--- config.mk ---
export PLATFORM = sky130hd
export DESIGN_NAME = sram_req_arbiter
export DESIGN_NICKNAME = d
export VERILOG_FILES = /design/src/rtl/sram_req_arbiter.sv
export SDC_FILE = /design/constraint.sdc
export NUM_CORES = 1
export LEC_CHECK = 0
export CORE_AREA = 2 2 119 121
export CTS_CLUSTER_SIZE = 25
export DETAILED_ROUTE_END_ITERATION = 10
export DIE_AREA = 0 0 121 123
export DONT_BUFFER_PORTS = 1
export GPL_ROUTABILITY_DRIVEN = 0
export PLACE_DENSITY_LB_ADDON = 0.2
export SETUP_SLACK_MARGIN = 0.3
export SYNTH_ARGS = -nofsm -noshare
export SYNTH_HDL_FRONTEND = slang
export SYNTH_SLANG_ARGS = --single-unit
--- constraint.sdc ---
create_clock -name clk -period 2.43 [get_ports clk]
set_clock_uncertainty 0.1 [all_clocks]
set_input_delay 0.1215 -clock clk [delete_from_list [all_inputs] [get_ports clk]]
set_output_delay 0.1215 -clock clk [all_outputs]
set_load 0.02 [all_outputs]
--- src/rtl/sram_req_arbiter.sv ---
// Shares one SRAM-like split-transaction port between the IF (inst) and MEM (data) masters.
// Optional macro SRAM_ARB_RR_EN selects round-robin arbitration instead of fixed data>inst priority.
module sram_req_arbiter #(
  parameter int OUTSTD = 4,
  parameter int IDX_W  = 2
) (
  input  logic        clk,
  input  logic        resetn,

  input  logic        inst_req,
  input  logic        inst_wr,
  input  logic [1:0]  inst_size,
  input  logic [31:0] inst_addr,
  input  logic [31:0] inst_wdata,
  output logic        inst_addr_ok,
  output logic        inst_data_ok,
  output logic [31:0] inst_rdata,

  input  logic        data_req,
  input  logic        data_wr,
  input  logic [1:0]  data_size,
  input  logic [31:0] data_addr,
  input  logic [31:0] data_wdata,
  output logic        data_addr_ok,
  output logic        data_data_ok,
  output logic [31:0] data_rdata,

  output logic        mem_req,
  output logic        mem_wr,
  output logic [1:0]  mem_size,
  output logic [31:0] mem_addr,
  output logic [31:0] mem_wdata,
  input  logic        mem_addr_ok,
  input  logic        mem_data_ok,
  input  logic [31:0] mem_rdata,

  output logic        err_unexp_ok
);

  localparam logic ID_INST = 1'b0;
  localparam logic ID_DATA = 1'b1;
  localparam logic [IDX_W:0] FULL_CNT = (IDX_W+1)'(OUTSTD);

  typedef enum logic {IDLE, HOLD} state_t;

  state_t            r_state;
  logic              r_holdId;
  logic [OUTSTD-1:0] r_idQ;
  logic [IDX_W-1:0]  r_wrPtr;
  logic [IDX_W-1:0]  r_rdPtr;
  logic [IDX_W:0]    r_count;
  logic              r_err;

  logic w_full;
  logic w_empty;
  logic w_arbGrant;
  logic w_grant;
  logic w_memReq;
  logic w_accept;
  logic w_pop;
  logic w_head;

  assign w_full  = (r_count == FULL_CNT);
  assign w_empty = (r_count == '0);

`ifdef SRAM_ARB_RR_EN
  logic r_lastGrant;

  // On contention the master that did not win the previous accept goes first.
  always_comb begin
    if (inst_req && data_req) w_arbGrant = ~r_lastGrant;
    else                      w_arbGrant = data_req;
  end

  always_ff @(posedge clk or negedge resetn) begin
    if (!resetn)       r_lastGrant <= ID_INST;
    else if (w_accept) r_lastGrant <= w_grant;
  end
`else
  assign w_arbGrant = data_req;
`endif

  assign w_grant  = (r_state == HOLD) ? r_holdId : w_arbGrant;
  assign w_memReq = resetn && !w_full && ((r_state == HOLD) || inst_req || data_req);
  assign w_accept = w_memReq && mem_addr_ok;
  assign w_pop    = resetn && mem_data_ok && !w_empty;
  assign w_head   = r_idQ[r_rdPtr];

  assign mem_req   = w_memReq;
  assign mem_wr    = resetn && ((w_grant == ID_DATA) ? data_wr : inst_wr);
  assign mem_size  = !resetn ? 2'd0  : ((w_grant == ID_DATA) ? data_size  : inst_size);
  assign mem_addr  = !resetn ? 32'd0 : ((w_grant == ID_DATA) ? data_addr  : inst_addr);
  assign mem_wdata = !resetn ? 32'd0 : ((w_grant == ID_DATA) ? data_wdata : inst_wdata);

  assign inst_addr_ok = w_accept && (w_grant == ID_INST);
  assign data_addr_ok = w_accept && (w_grant == ID_DATA);
  assign inst_data_ok = w_pop && (w_head == ID_INST);
  assign data_data_ok = w_pop && (w_head == ID_DATA);
  assign inst_rdata   = mem_rdata;
  assign data_rdata   = mem_rdata;
  assign err_unexp_ok = r_err;

  // A stalled address phase locks the grant until the shared port finally accepts it.
  always_ff @(posedge clk or negedge resetn) begin
    if (!resetn) begin
      r_state  <= IDLE;
      r_holdId <= ID_INST;
    end else begin
      case (r_state)
        IDLE: begin
          if (w_memReq && !mem_addr_ok) begin
            r_state  <= HOLD;
            r_holdId <= w_grant;
          end
        end
        HOLD: begin
          if (w_accept) r_state <= IDLE;
        end
        default: r_state <= IDLE;
      endcase
    end
  end

  always_ff @(posedge clk or negedge resetn) begin
    if (!resetn) begin
      r_idQ   <= '0;
      r_wrPtr <= '0;
      r_rdPtr <= '0;
      r_count <= '0;
      r_err   <= 1'b0;
    end else begin
      if (w_accept) begin
        r_idQ[r_wrPtr] <= w_grant;
        r_wrPtr        <= r_wrPtr + 1'b1;
      end
      if (w_pop) r_rdPtr <= r_rdPtr + 1'b1;
      if (w_accept && !w_pop)      r_count <= r_count + 1'b1;
      else if (!w_accept && w_pop) r_count <= r_count - 1'b1;
      // A response with nothing outstanding is a protocol error that stays flagged.
      if (mem_data_ok && w_empty) r_err <= 1'b1;
    end
  end

endmodule
* Yosys cells after proc, flatten, opt, wreduce, memory -nomap -nowiden *
Cells that the tools add are included.

operators by class
  $mul = 0
  divide/modulo/power cells = 0
  multiplexer cells = 18
  shift operators = 0
  $add $sub $neg = 4
  bitwise gates (word level) = 3
  reductions and logical operators = 25
  equality and inequality tests = 1
  order comparisons = 3

operator list
  kind                                                         number
  two-way mux 32 bit                                           4
  logical AND 1 bit                                            15
  less-than comparator 2 x 3 -> 1 bit (second input constant)  2
  two-way mux 1 bit                                            6
  two-way mux 3 bit                                            2
  zero test 1 bit                                              5
  adder 2 x 1 -> 2 bit (second input constant)                 2
  bitwise mux 4 bit                                            1
  two-way mux 2 bit                                            2
  adder 3 x 1 -> 3 bit (second input constant)                 1
  == test 3 bit (second input constant)                        1
  zero test 3 bit                                              1
  inverter 1 bit                                               3
  subtractor 3 x 1 -> 3 bit (second input constant)            1
  binary-select mux 1 bit (select 2 bit)                       1
  demux 1 bit (select 2 bit)                                   1
  >= comparator 2 x 1 -> 1 bit (second input constant)         1
  logical OR 1 bit                                             2
  case mux 1 bit (2 select lines)                              1
  AND reduction 2 bit                                          1
  nonzero test 2 bit                                           1

storage, ports and cells
  bits in registers = 14
  bits in read-only memories = 0
  RAM bits = 0
  bits in latches = 0
  logic and storage cells = 61
  bits of input ports = 172
  memories kept = 0
  output and inout bits = 137

* Logic depth before layout (Yosys ltp) *
Gate-level depths: netlist of the first run.

  depth in word-level cells = 9
  depth in mapped cells = 10

* Least setup slack after synthesis of the first run *
Ideal clock, no wire load.

  path type = flip-flop to flip-flop
  start point = register r_count[0]
  end point = register r_count[1]
  setup slack = 0.188 ns
  period minus slack after synthesis = 2.242 ns
  data arrival time = 2.017 ns
  cell stages (with the launch flop) = 9
  cells stage by stage = dfrtp_1 or3b_1 buf_6 nand4b_4 inv_1 ha_1 inv_1 fa_1 mux2_2

on the way
  word-level cells in the longest chain between the ends = 8
  elaborated cells on any way between the ends = 17
  those cells by class = 2 x add/sub; 1 x eq/ne; 2 x mux; 12 x reduce/logical

ends and longest elaborated chain
  item                                 RTL line  source
  from (decl)                          51        logic [IDX_W:0] r_count;
  from (signal assigned)               137       if (w_accept && !w_pop) r_count <= r_count + 1'b1;
  from (signal assigned)               138       else if (!w_accept && w_pop) r_count <= r_count - 1'b1;
  == test 3 bit *                      63        assign w_full = (r_count == FULL_CNT);
  zero test 1 bit *                    84        assign w_memReq = resetn && !w_full && ((r_state == HOLD) || inst_req || data_req);
  logical AND 1 bit * (2 in a row)     84
  logical AND 1 bit *                  85        assign w_accept = w_memReq && mem_addr_ok;
  via w_accept                         59        logic w_accept;
  zero test 1 bit                      138
  logical AND 1 bit                    138
  nonzero test 2 bit (no source line)  --

The timed path passes the listed nets; every way through them passes the cells marked *. The select of a mux whose other input is x is not followed.
A chain may end at the register's enable or synchronous reset.

* Worst setup path in the final report of the first run *
  start point = register r_count[1]
  end point = register r_count[1]

Same word-level chain as after synthesis.

==> results.sh, run 1 <==
export IMPL_holdWs_ns=0.02262
export IMPL_reg2regPathDepth=7
export IMPL_critPathKind="reg -> reg"
export IMPL_wl_per_cell_um=19.22
export IMPL_syn_nets=537
export IMPL_synth_compound_area_share_pct=23.02
export IMPL_first_global_vias=2097
export IMPL_cp_common_cell="inv_2"
export IMPL_ys_seq_elements=14
export IMPL_antenna_cells=0
export IMPL_cp_start_kind="flop"
export IMPL_maxCapViolations=0
export IMPL_totalNegativeSetupSlack_ns=0
export IMPL_rows=43
export IMPL_finalCriticalPeriod_ns=2.165
export IMPL_grtUsageTotal_pct=11.53
export IMPL_synthMuxAreaShare_pct=5.629
export IMPL_synth_edf_count=0
export IMPL_fin_cells=534
export IMPL_worst_ep_arrival_time_ns=2.19
export IMPL_clock_path_buffers=2
export IMPL_hp_class="in -> reg"
export IMPL_placed_cells=518
export IMPL_ys_async_sr_fraction_pct=100.0
export IMPL_grt_max_degree=77
export IMPL_cts_tree="done"
export IMPL_power_density_nw_per_um2=1002
export IMPL_fp_dieH_um=123
export IMPL_layout_drive_gt1_share_pct=29.94
export IMPL_layout_commonest_cell="nand2_1"
export IMPL_fin_nets=533
export IMPL_r2r_slack_ns=0.27
export IMPL_vias=2428
export IMPL_synthXorXnorAreaFrac_pct=2.130
export IMPL_areaGrowthSynthToFinish_pct=17.44
export IMPL_vdd_ir_drop_max_mv=0.4967
export IMPL_ioPinCount=309
export IMPL_synth_cell_types=30
export IMPL_antenna_found_initial=0
export IMPL_drt_total_wl_mm=10.27
export IMPL_synthAdderAreaFrac_pct=3.347
export IMPL_hold_depth=2
export IMPL_tightest_slew_ns=0.7495
export IMPL_crit_path_max_fanout=5
export IMPL_initial_utilization_pct=18.13
export IMPL_hold_viol=0
export IMPL_ys_seq_area_share_pct=14.20
export IMPL_htreeDepth=1
export IMPL_insertion_delay_ns=0.24
export IMPL_relSlewSlack_pct=49.87
export IMPL_clkTransAtPathRegs_ns=0.05
export IMPL_die_area_um2=14880
export IMPL_fmax_ghz=0.4620
export IMPL_drtIter0Drc=85
export IMPL_drc=0
export IMPL_synthSimpleGateAreaFrac_pct=25.30
export IMPL_cp_cell_sequence="or3b_4 > nand4b_4 > inv_2 > ha_4 > inv_2 > fa_2 > mux2_4"
export IMPL_synth_area_um2=2467
export IMPL_cts_root_buf="clkbuf_16"
export IMPL_syn_area_per_cell_um2=6.873
export IMPL_p_leak_nw=1.328
export IMPL_yosysWarningCount=0
export IMPL_die_w_um=121
export IMPL_finalSetupViolations=0
export IMPL_numCtsBuffers=3
export IMPL_vias_per_cell=4.547
export IMPL_cts_sinks=14
export IMPL_timing_final_crit_share_pct=89.08
export IMPL_slew_viol_final=0
export IMPL_synth_top_family_by_area="buffers and inverters"
export IMPL_hpwlAfterDp_mm=7.565
export IMPL_antenna_left=0
export IMPL_final_cell_mix="nand2_1, buf_4, a21boi_0"
export IMPL_io_buffer_count=0
export IMPL_grt_ovfl_total=0
export IMPL_endpoint_kind="flop"
export IMPL_cpPeakStageDelay_ns=0.45
export IMPL_grt_setup_unrepaired="yes"
export IMPL_outcome="finished clean"
export IMPL_synth_flop_cell="dfrtp_1"
export IMPL_cp_data_required_time_ns=2.46
export IMPL_slowest_stage="dfrtp_2"
export IMPL_grt_pass1_wl_mm=12.97
export IMPL_synthCells=359
export IMPL_firstDrtPassIters=4
export IMPL_core_area_um2=13610
## power breakdown
group          switching, mW  total [mW]  internal (mW)
clock network          0.100       0.350          0.250
registers              0.141       0.496          0.355
logic                   1.18        2.06          0.872
total                   1.43        2.90           1.48
## kinds of logic after synthesis
group                      count (synthesis)
buffers and inverters                     95
AOI/OAI and AO/OA                         74
xor gates and xnor gates                   6
DFF                                       14
muxes                                     10
and+or+nand+nor                          154
adders and majority gates                  6
## per-stage QoR
stage	power, mW	instance area [um2]	utilization [%]	setup WS, ns
floorplan	1.915	2477	-	0.2273
global placement	2.265	2589	19.02	0.2440
detailed placement	2.287	2589	19.02	0.1874
CTS	2.768	2770	20.35	0.2910
global route	3.125	2898	21.29	0.2224
finish	2.902	2898	21.29	0.2653
## synthesized netlist by cell type (2+ instances only)
| master | count | area, um2 |
|---|---|---|
| a21boi_0 | 47 | 352.8 |
| a21boi_1 | 20 | 150.1 |
| buf_2 | 9 | 45.04 |
| buf_4 | 67 | 503.0 |
| buf_6 | 4 | 45.04 |
| clkbuf_1 | 9 | 33.78 |
| dfrtp_1 | 14 | 350.3 |
| ha_1 | 5 | 62.56 |
| inv_1 | 5 | 18.77 |
| mux2_2 | 7 | 78.83 |
| nand2_1 | 135 | 506.7 |
| nand3_1 | 4 | 20.02 |
| nor2_1 | 8 | 30.03 |
| nor3_1 | 2 | 10.01 |
| o311a_1 | 4 | 40.04 |
| xnor2_1 | 3 | 26.28 |
| xor2_1 | 3 | 26.28 |
## worst paths after layout
| kind | from | to |
|---|---|---|
| max | r_count[1]$_DFFE_PN0P_ | r_count[1]$_DFFE_PN0P_ |
| min | mem_addr_ok | flop |
| max reg2reg | r_count[1]$_DFFE_PN0P_ | r_count[1]$_DFFE_PN0P_ |
| min reg2reg | r_rdPtr[1]$_DFFE_PN0P_ | r_rdPtr[1]$_DFFE_PN0P_ |
| max in group asynchronous | resetn | r_count[2]$_DFFE_PN0P_ |
| min in group asynchronous | resetn | err_unexp_ok$_DFFE_PN0P_ |
## layout make-up
cell class | count | area (um2)
fill | 1538 | 10710
tap | 180 | 225.2
inverter | 5 | 18.77
sequential | 14 | 354.1
multi-input combinational | 251 | 1559
timing repair buffer | 80 | 651.9
clock buffer | 4 | 88.84
## critical path, delay by kind of cell (launching register included)
kind	cells	cell delay (ns)
muxes	1	0.27
buffers and inverters	2	0.11
adders and majority gates	2	0.57
and+or+nand+nor	2	0.54
DFF	1	0.45
## sequential cells by signal, summed over array words and instances (netlist names), named ones only
register,flops
r_idQ,4
r_count,3
r_rdPtr,2
r_wrPtr,2
err_unexp_ok,1
r_holdId,1
## routing by layer
metal | global-route usage [%] | wire [um] | vias up
met4 | 2.980 | 152 | 0
met1 | 14.50 | 3995 | 1171
met3 | 4.151 | 1132 | 10
li1 | - | - | 1087
met2 | 18.75 | 4985 | 160
met5 | 0 | 0 | -
## timing repair
item / CTS / global route
endpoints found under the hold margin: 16 / 0
pin swaps: 2 / 6
cloned: 1 / 1
setup endpoints to repair: 68 / 48
buffers inserted: 2 / 4
hold buffers: 4 / 0
resized for setup: 6 / 20
Note: power is estimated with default switching activity, not from simulation.
==> run 2, diff against run 1 <==
--- a/config.mk
+++ b/config.mk
@@ -5,13 +5,12 @@
 export SDC_FILE = /design/constraint.sdc
 export NUM_CORES = 1
 export LEC_CHECK = 0
-export CORE_AREA = 2 2 119 121
+export CORE_AREA = 2 2 120 122
 export CTS_CLUSTER_SIZE = 25
 export DETAILED_ROUTE_END_ITERATION = 10
-export DIE_AREA = 0 0 121 123
+export DIE_AREA = 0 0 122 124
 export DONT_BUFFER_PORTS = 1
 export GPL_ROUTABILITY_DRIVEN = 0
-export PLACE_DENSITY_LB_ADDON = 0.2
 export SETUP_SLACK_MARGIN = 0.3
 export SYNTH_ARGS = -nofsm -noshare
 export SYNTH_HDL_FRONTEND = slang
==> run 2 against run 1 <==
Against the previous run:
- sequential power grew 1%
- global-route usage shrank 0.44 points
- critical path depth is the same
- final area grew 1.4%
- critical path type unchanged
==> results.sh, run 2 (synthesis results as in run 1) <==
export IMPL_outcome="finished clean"
export IMPL_reg2reg_from="r_count[0]$_DFFE_PN0P_"
export IMPL_die_w_um=122
export IMPL_io_buffer_count=0
export IMPL_drtIter0Drc=109
export IMPL_final_cell_mix="nand2_1, buf_4, a21boi_1"
export IMPL_reg2regPathDepth=7
export IMPL_clkPwrFrac_pct=11.4
export IMPL_areaGrowthSynthToFinish_pct=19.07
export IMPL_timing_final_crit_share_pct=89.23
export IMPL_antenna_found_initial=0
export IMPL_vdd_ir_drop_max_mv=0.6079
export IMPL_vias_per_cell=4.371
export IMPL_worst_ep_arrival_time_ns=2.20
export IMPL_num_fill_cells=1543
export IMPL_tightest_slew_ns=0.6974
export IMPL_numCtsBuffers=3
export IMPL_drt_total_wl_mm=10.34
export IMPL_hold_end="r_idQ[3]$_DFFE_PN0P_"
export IMPL_core_area_um2=13720
export IMPL_relSlewSlack_pct=53.35
export IMPL_grt_setup_unrepaired="yes"
export IMPL_cp_start_kind="flop"
export IMPL_drc=0
export IMPL_grt_pass1_wl_mm=12.48
export IMPL_r2r_end="r_count[1]$_DFFE_PN0P_"
export IMPL_wl_met2_mm=5.021
export IMPL_hpwlAfterDp_mm=7.419
export IMPL_top_register="r_idQ"
export IMPL_layout_commonest_cell="nand2_1"
export IMPL_reg_largest_list="r_idQ (4), r_count (3)"
export IMPL_dr_wl_met3_mm=1.259
export IMPL_crit_start="r_count[0]$_DFFE_PN0P_"
export IMPL_first_global_vias=2035
export IMPL_cts_root_buf="clkbuf_16"
export IMPL_largest_register_ffs=4
export IMPL_fp_dieH_um=124
export IMPL_clkTransAtPathRegs_ns=0.05
export IMPL_vias=2343
export IMPL_wl_per_cell_um=19.29
export IMPL_p_sw_mw=1.486
export IMPL_grt_max_degree=77
export IMPL_met1Wirelength_mm=3.997
export IMPL_firstDrtPassIters=4
export IMPL_finalSetupViolations=0
export IMPL_fin_nets=535
export IMPL_maxCapViolations=0
export IMPL_grt_ovfl_total=0
export IMPL_hp_class="in -> reg"
export IMPL_grtUsageTotal_pct=11.09
export IMPL_power_density_nw_per_um2=1036
export IMPL_endpoint_kind="flop"
export IMPL_layout_drive_gt1_share_pct=30.90
export IMPL_insertion_delay_ns=0.25
export IMPL_p_sw_share_pct=48.82
export IMPL_cts_sinks=14
export IMPL_ioPinCount=309
export IMPL_slew_viol_final=0
export IMPL_fmax_ghz=0.4612
export IMPL_hold_start="resetn"
export IMPL_power_share_combinational_pct=72.1
export IMPL_initial_utilization_pct=17.98
export IMPL_fin_util_pct=21.41
export IMPL_hold_depth=2
export IMPL_htreeDepth=1
export IMPL_antenna_cells=0
export IMPL_seq_power_share_pct=16.5
export IMPL_r2r_slack_ns=0.26
export IMPL_antenna_left=0
export IMPL_cts_tree="done"
export IMPL_clock_path_buffers=2
export IMPL_finalCriticalPeriod_ns=2.168
export IMPL_p_leak_nw=1.352
export IMPL_hold_viol=0
export IMPL_rows=43
export IMPL_die_area_um2=15130
export IMPL_cp_data_required_time_ns=2.46
export IMPL_critPathKind="reg -> reg"
export IMPL_top_layer_used="met4"
export IMPL_crit_path_max_fanout=3
export IMPL_p_int_mw=1.558
export IMPL_totalNegativeSetupSlack_ns=0
run 2: changes by cell type in the layout (fill, tap and decap cells not counted), sizes merged:
cell	before	now
buf	75	76
mux2	9	10
run 2: per-layer routing:
| layer | vias to the layer above | global-route usage [%] |
|---|---|---|
| met5 | - | 0 |
| met4 | 0 | 1.365 |
| met3 | 7 | 4.991 |
| met2 | 181 | 18.51 |
| met1 | 1060 | 13.54 |
| li1 | 1095 | - |
run 2: worst max path at each step:
stage	to	slack (ns)	cells past startpoint
2_1_floorplan	r_count[1]$_DFFE_PN0P_	0.23	8
3_3_place_gp	r_count[1]$_DFFE_PN0P_	0.23	7
3_5_place_dp	r_count[1]$_DFFE_PN0P_	0.21	7
4_1_cts	mem_wdata[27]	0.27	6
5_1_grt	r_count[1]$_DFFE_PN0P_	0.21	7
6_report	r_count[1]$_DFFE_PN0P_	0.26	7
run 2: worst max-delay path, cell delays in order, from the launching register on:
cell and delay [ns]:
dfrtp_2 0.44, or3b_4 0.43, nand4b_4 0.11, inv_2 0.05
ha_4 0.15, inv_2 0.06, fa_2 0.43, mux2_4 0.27
run 2: cell type report:
type / count / area (um2) / share of cell area (%)
repair buffers: 81 / 680.7 / 23.17
clock buffers: 4 / 88.84 / 3.024
inverters: 5 / 18.77 / 0.6388
well taps: 180 / 225.2 / 7.666
flip-flops and latches: 14 / 354.1 / 12.05
multi-input cells: 252 / 1570 / 53.45
run 2: power by group through the flow:
stage / Combinational [mW] / Sequential (mW) / Clock [mW]
6_report: 2.19 / 0.502 / 0.348
5_1_grt: 2.40 / 0.522 / 0.366
4_1_cts: 1.98 / 0.482 / 0.360
3_5_place_dp: 1.85 / 0.477 / 0
3_3_place_gp: 1.83 / 0.470 / 0
2_1_floorplan: 1.47 / 0.448 / 0
run 2: repair_timing:
action / 4_1_cts / 5_1_grt
buffers inserted: 3 / 7
setup endpoints to repair: 69 / 51
cloned: 1 / 2
hold buffers: 4 / 0
resized for setup: 12 / 30
endpoints found under the hold margin: 16 / 0
pin swaps: 2 / 7
run 2: through the flow:
stage,setup slack [ns],cells,hold WS [ns],cell area [um2],power (mW)
after floorplan,0.2273,359,-0.2741,2477,1.915
after global placement,0.2346,515,-0.2727,2591,2.297
after detailed placement,0.2081,515,-0.2729,2591,2.323
after CTS,0.2659,527,0.01128,2781,2.821
after global routing,0.2098,536,0.01410,2938,3.284
final,0.2617,536,0.01737,2938,3.043
